==> src/rtl/vga_pkg.sv <==
// Shared VGA timing constants and colour types for the pixel-colour stages.
package vga_pkg;

  localparam int unsigned X0       = 50;
  localparam int unsigned Y0       = 33;
  localparam int unsigned ACTIVE_W = 640;
  localparam int unsigned ACTIVE_H = 480;
  localparam int unsigned COLOR_W  = 3;
  localparam int unsigned COORD_W  = 12;

  // One pixel colour, packed as {R,G,B}
  typedef struct packed {
    logic [COLOR_W-1:0] r;
    logic [COLOR_W-1:0] g;
    logic [COLOR_W-1:0] b;
  } rgb_t;

endpackage

==> src/rtl/vga_bounce_axis.sv <==
// One axis of the bouncing box: position in [0, MAX] plus direction,
// stepped once per frame tick and reflected at either end.
module vga_bounce_axis
  import vga_pkg::*;
#(
  parameter int unsigned MAX  = 608,
  parameter int unsigned STEP = 2
) (
  input  logic               i_Clk,
  input  logic               i_Reset,
  input  logic               tick,
  input  logic               pause,
  output logic [COORD_W-1:0] pos,
  output logic               dir       // 0 = increasing, 1 = decreasing
);

  localparam int unsigned SUM_W = COORD_W + 1;

  logic [COORD_W-1:0] pos_nxt;
  logic               dir_nxt;
  logic [SUM_W-1:0]   pos_inc;

  // Extra bit keeps pos+STEP from wrapping before the compare against MAX
  assign pos_inc = {1'b0, pos} + SUM_W'(STEP);

  // Next position/direction; clamp and reverse at the edges
  always_comb begin
    pos_nxt = pos;
    dir_nxt = dir;
    if (tick && !pause) begin
      if (!dir) begin
        if (pos_inc >= SUM_W'(MAX)) begin
          pos_nxt = COORD_W'(MAX);
          dir_nxt = 1'b1;
        end else begin
          pos_nxt = pos_inc[COORD_W-1:0];
        end
      end else begin
        if (pos <= COORD_W'(STEP)) begin
          pos_nxt = '0;
          dir_nxt = 1'b0;
        end else begin
          pos_nxt = pos - COORD_W'(STEP);
        end
      end
    end
  end

  // Position/direction state
  always_ff @(posedge i_Clk) begin
    if (i_Reset) begin
      pos <= '0;
      dir <= 1'b0;
    end else begin
      pos <= pos_nxt;
      dir <= dir_nxt;
    end
  end

endmodule

==> src/rtl/vga_bounce_box.sv <==
// Pixel-colour stage: draws a bouncing solid box over a background colour,
// with syncs and valid re-aligned to the 2-cycle colour pipeline.
module vga_bounce_box
  import vga_pkg::*;
#(
  parameter int unsigned X0       = vga_pkg::X0,
  parameter int unsigned Y0       = vga_pkg::Y0,
  parameter int unsigned ACTIVE_W = vga_pkg::ACTIVE_W,
  parameter int unsigned ACTIVE_H = vga_pkg::ACTIVE_H,
  parameter int unsigned BOX_W    = 32,
  parameter int unsigned BOX_H    = 32,
  parameter int unsigned STEP_X   = 2,
  parameter int unsigned STEP_Y   = 1,
  parameter rgb_t        BOX_RGB  = rgb_t'(9'b111_111_000),
  parameter rgb_t        BG_RGB   = rgb_t'(9'b000_000_001)
) (
  input  logic               i_Clk,
  input  logic               i_Reset,
  input  logic               i_HSync,
  input  logic               i_VSync,
  input  logic [COORD_W-1:0] i_x,
  input  logic [COORD_W-1:0] i_y,
  input  logic               i_valid,
  input  logic               i_Pause,
  output logic [COLOR_W-1:0] o_R,
  output logic [COLOR_W-1:0] o_G,
  output logic [COLOR_W-1:0] o_B,
  output logic               o_HSync,
  output logic               o_VSync,
  output logic               o_valid,
  output logic [COORD_W-1:0] o_BoxX,
  output logic [COORD_W-1:0] o_BoxY,
  output logic [7:0]         o_Frame
);

  localparam int unsigned SUM_W = COORD_W + 1;

  logic               vs_prev;
  logic               frame_tick_c;
  logic               dir_x;
  logic               dir_y;
  logic               unused_dirs;

  logic [COORD_W-1:0] s1_rel_x;
  logic [COORD_W-1:0] s1_rel_y;
  logic               s1_valid;
  logic               s1_hsync;
  logic               s1_vsync;

  logic               inside_c;
  rgb_t               pix_c;

  // Vsync falling edge; vs_prev resets low so a high must be seen first
  always_ff @(posedge i_Clk) begin
    if (i_Reset) vs_prev <= 1'b0;
    else         vs_prev <= i_VSync;
  end

  assign frame_tick_c = vs_prev && !i_VSync;

  // Frame counter, counts every tick whether paused or not
  always_ff @(posedge i_Clk) begin
    if (i_Reset)           o_Frame <= '0;
    else if (frame_tick_c) o_Frame <= o_Frame + 8'd1;
  end

  vga_bounce_axis #(
    .MAX  (ACTIVE_W - BOX_W),
    .STEP (STEP_X)
  ) u_axis_x (
    .i_Clk   (i_Clk),
    .i_Reset (i_Reset),
    .tick    (frame_tick_c),
    .pause   (i_Pause),
    .pos     (o_BoxX),
    .dir     (dir_x)
  );

  vga_bounce_axis #(
    .MAX  (ACTIVE_H - BOX_H),
    .STEP (STEP_Y)
  ) u_axis_y (
    .i_Clk   (i_Clk),
    .i_Reset (i_Reset),
    .tick    (frame_tick_c),
    .pause   (i_Pause),
    .pos     (o_BoxY),
    .dir     (dir_y)
  );

  // Direction bits are internal to the axes; only positions leave the block
  assign unused_dirs = dir_x ^ dir_y;

  // Stage 1: active-relative coordinates and control alignment
  always_ff @(posedge i_Clk) begin
    if (i_Reset) begin
      s1_rel_x <= '0;
      s1_rel_y <= '0;
      s1_valid <= 1'b0;
      s1_hsync <= 1'b1;
      s1_vsync <= 1'b1;
    end else begin
      s1_rel_x <= i_x - COORD_W'(X0);
      s1_rel_y <= i_y - COORD_W'(Y0);
      s1_valid <= i_valid;
      s1_hsync <= i_HSync;
      s1_vsync <= i_VSync;
    end
  end

  // Box hit test against the current (pre-update on a tick) position
  always_comb begin
    inside_c = (s1_rel_x >= o_BoxX) &&
               ({1'b0, s1_rel_x} < ({1'b0, o_BoxX} + SUM_W'(BOX_W))) &&
               (s1_rel_y >= o_BoxY) &&
               ({1'b0, s1_rel_y} < ({1'b0, o_BoxY} + SUM_W'(BOX_H)));
    pix_c = '0;
    if (s1_valid) pix_c = inside_c ? BOX_RGB : BG_RGB;
  end

  // Stage 2: registered colour and re-aligned syncs
  always_ff @(posedge i_Clk) begin
    if (i_Reset) begin
      o_R     <= '0;
      o_G     <= '0;
      o_B     <= '0;
      o_valid <= 1'b0;
      o_HSync <= 1'b1;
      o_VSync <= 1'b1;
    end else begin
      o_R     <= pix_c.r;
      o_G     <= pix_c.g;
      o_B     <= pix_c.b;
      o_valid <= s1_valid;
      o_HSync <= s1_hsync;
      o_VSync <= s1_vsync;
    end
  end

endmodule

==> config.mk <==
export PLATFORM = sky130hd
export DESIGN_NAME = vga_bounce_box
export DESIGN_NICKNAME = d
export VERILOG_FILES = /design/src/rtl/vga_pkg.sv /design/src/rtl/vga_bounce_axis.sv /design/src/rtl/vga_bounce_box.sv
export SDC_FILE = /design/constraint.sdc
export NUM_CORES = 1
export LEC_CHECK = 0
export ABC_AREA = 1
export CAP_MARGIN = 15
export CORE_MARGIN = 2
export CORE_UTILIZATION = 55
export DETAILED_ROUTE_END_ITERATION = 12
export GPL_ROUTABILITY_DRIVEN = 0
export PLACE_DENSITY = 0.83
export SLEW_MARGIN = 40
export SYNTH_ARGS = -nofsm -noshare
export SYNTH_HDL_FRONTEND = slang
export SYNTH_SLANG_ARGS = --single-unit
==> constraint.sdc <==
create_clock -name i_Clk -period 3 [get_ports i_Clk]
set_clock_uncertainty 0.2 [all_clocks]
set_input_delay 0.6 -clock i_Clk [delete_from_list [all_inputs] [get_ports i_Clk]]
set_output_delay 0.6 -clock i_Clk [all_outputs]
set_load 0.03 [all_outputs]
==> flow_summary.ini <==
[routing]
drt_iter0_drc = 319
avgViaCountPerCell = 5.48
drt-total-wl_microns = 11500
wl_per_cell_microns = 13.5
num_vias = 4664
ant_nets = 0
drt_first_pass_iters = 5
drc = 0

[synthesis]
async_reset_ff_frac = 0
synth_cells = 681
ys_ff_latch = 65
ys_seq_area_frac = 0.279
synthFlopType = dfxtp_1
synth-edff-count = 0
syn_area_sq_mm = 0.00466
yosysUniqueCellTypes = 39
syn_area_per_cell_sq_um = 6.84
yosys_warnings = 0

[worst_setup_path]
crit_family = simple AND/OR/NAND/NOR gates
crit_buf_inv = 0
worstSetupStartpointType = register
reg2reg_setup_slack_ps = 310
crit_type = reg2reg
cpMostUsedCell = nand3_1
crit_path_end_kind = register
cp_max_fo = 8
cp.required_ps = 3030
worstPathCellList = ha_1 > nand3_1 > nor2_2 > xor2_1 > ha_1 > nand3_1 > o21bai_1 > nand3_1 > nand2_1 > nand3_1 > nor3_1
cpMaxStageDelayCell = dfxtp_1
max_stage_delay_ps = 570
arrival_ps = 2720

[power]
leakage_nw = 2.56
p_per_area_mw_per_mm2 = 397
ir_drop_uv = 292
finalPower_mw = 2.22

[sta]
fin_crit_ps = 2690
period_share = 0.898
clock.fmax_mhz = 371
finalMaxSlewViolations = 0
worst_pin_slew_ps = 601
setup_viol = 0
finalSetupTns_ps = 0
slew_headroom = 0.597
rsz0062_at_grt = no
finalHoldViolations = 0

[clock_network]
cts_tree = done
worstSkewPairLatency_ps = 340
cts_made_buffers = 9
cts-resized-gates = 0
clk_transition_reported_paths_ps = 80
clock_sinks = 65
cts_root_buffer = clkbuf_8
htree_levels = 3
clockBufferDepth = 2
cts_hold_buf = 0
post_cts_buffers = 0

[grt]
gr-total-overflow = 0
grt_pass1_wl_microns = 19300
grt_pass1_vias = 4441
antenna_found_initial = 0
grtUsageTotal = 0.264
grt_max_degree = 32

[placed_design]
port_buffers = 69
dp_hpwl_microns = 8880

[layout]
mostFrequentLayoutCells = nand2_1 (129), inv_1 (78), nor2_1 (78)
nNetsFinal = 821
final_common_cell = nand2_1
final-seq-area_sq_mm = 0.00130
layout-area-overhead-vs-synth_pct = 20.0
nFillCells = 703
antenna_cells = 0
drive_above_1_share = 0.0657
fin_util = 0.680
multi_input_area_sq_mm = 0.00291

[floorplan]
chipWidth_microns = 96.0
initial_utilization = 0.567
die-area_sq_mm = 0.00922
core_area_sq_mm = 0.00822
num_rows = 33
dieHeight_microns = 96.0
num_io_pins = 74

[run]
timing.max_cap.violations = 0

[min_path]
hold_class = reg2reg

[run_status]
status = finished clean
-- state kept, by name (all words and copies together) (netlist names) --
register,cells
o_HSync,1
u_axis_y.pos,12
u_axis_x.pos,11
s1_valid,1
vs_prev,1
o_Frame,8
s1_rel_y,12
o_VSync,1
s1_hsync,1
o_valid,1
o_R,1
u_axis_x.dir,1
o_B,1
s1_vsync,1
s1_rel_x,11
u_axis_y.dir,1
-- layout make-up --
class | count | share of cell area
Multi-Input combinational cell | 510 | 0.520
Tap cell | 105 | 0.0235
Inverter | 80 | 0.0537
Clock buffer | 11 | 0.0271
Clock inverter | 5 | 0.0112
Timing Repair Buffer | 75 | 0.132
Sequential cell | 65 | 0.233
-- worst reg2reg max path: cells and delay by family (launching register included) --
kind            cells  cell delay, ps
simple gates        7             930
flops               1             570
compound gates      1             120
xor+xnor            1             200
fa+ha+maj           2             570
-- path summary, 6_finish.rpt --
kind | start | to | cells after the start
worst max-delay path | u_axis_x.pos[5]$_SDFFE_PP0P_ | o_R[1]$_SDFF_PP0_ | 11
worst min-delay path | s1_hsync$_SDFF_PP1_ | o_HSync$_SDFF_PP1_ | 1
worst max register to register | u_axis_x.pos[5]$_SDFFE_PP0P_ | o_R[1]$_SDFF_PP0_ | 11
worst min register to register | s1_hsync$_SDFF_PP1_ | o_HSync$_SDFF_PP1_ | 1
-- synth_stat cells (2+ instances only) --
master    count  share of area
xor2_1       23          0.043
clkbuf_1      7         0.0056
o21bai_1      2         0.0032
o21ai_0      47          0.051
o21a_1        7          0.011
or2_1         2         0.0027
and3_1        3         0.0040
buf_4        10          0.016
nor2_2        7         0.0094
nand2_2       2         0.0027
inv_2         2         0.0016
nor4_1        3         0.0040
nor2_4        2         0.0048
or2_2        10          0.013
nand3_2       3         0.0064
xnor2_1       5         0.0094
buf_2        10          0.011
inv_1        78          0.063
nand2_1     129           0.10
nand4_1      12          0.016
a21oi_1      58          0.062
nand3b_1      2         0.0032
a22oi_1       3         0.0048
dfxtp_1      65           0.28
nor2_1       78          0.063
nand3_1      36          0.039
a31oi_1       3         0.0040
nor3_1       11          0.012
ha_1         50           0.13
o211ai_1      2         0.0032
-- power by group --
group,internal [mW],switching [mW]
registers,0.902,0.0418
clock network,0.433,0.361
logic,0.201,0.279
total,1.54,0.682
-- stage by stage --
step / instance area (sq um) / std cells / setup slack (ps) / hold WS (ps)
detailed placement: 5380 / 835 / 231 / 209
global route: 5590 / 851 / 118 / 234
global placement: 5380 / 835 / 300 / 193
finish: 5590 / 851 / 305 / 220
floorplan: 4660 / 683 / 660 / 189
CTS: 5590 / 851 / 349 / 226
-- routing by layer --
| layer | share of wire | vias up | track usage |
|---|---|---|---|
| li1 | - | 2342 | - |
| met1 | 0.46 | 2119 | 0.346 |
| met2 | 0.45 | 188 | 0.435 |
| met3 | 0.075 | 15 | 0.0446 |
| met4 | 0.015 | 0 | 0.0964 |
| met5 | 0 | - | 0 |
-- cell families after synthesis --
group,Yosys count,share of synthesized area
other,1,0.000805
DFF,65,0.279
buffers and inverters,108,0.0981
xor gates and xnor gates,28,0.0527
AOI/OAI and AO/OA,126,0.145
adders and majority gates,50,0.134
and+or+nand+nor,303,0.289
Note: power is estimated with default switching activity, not from simulation.
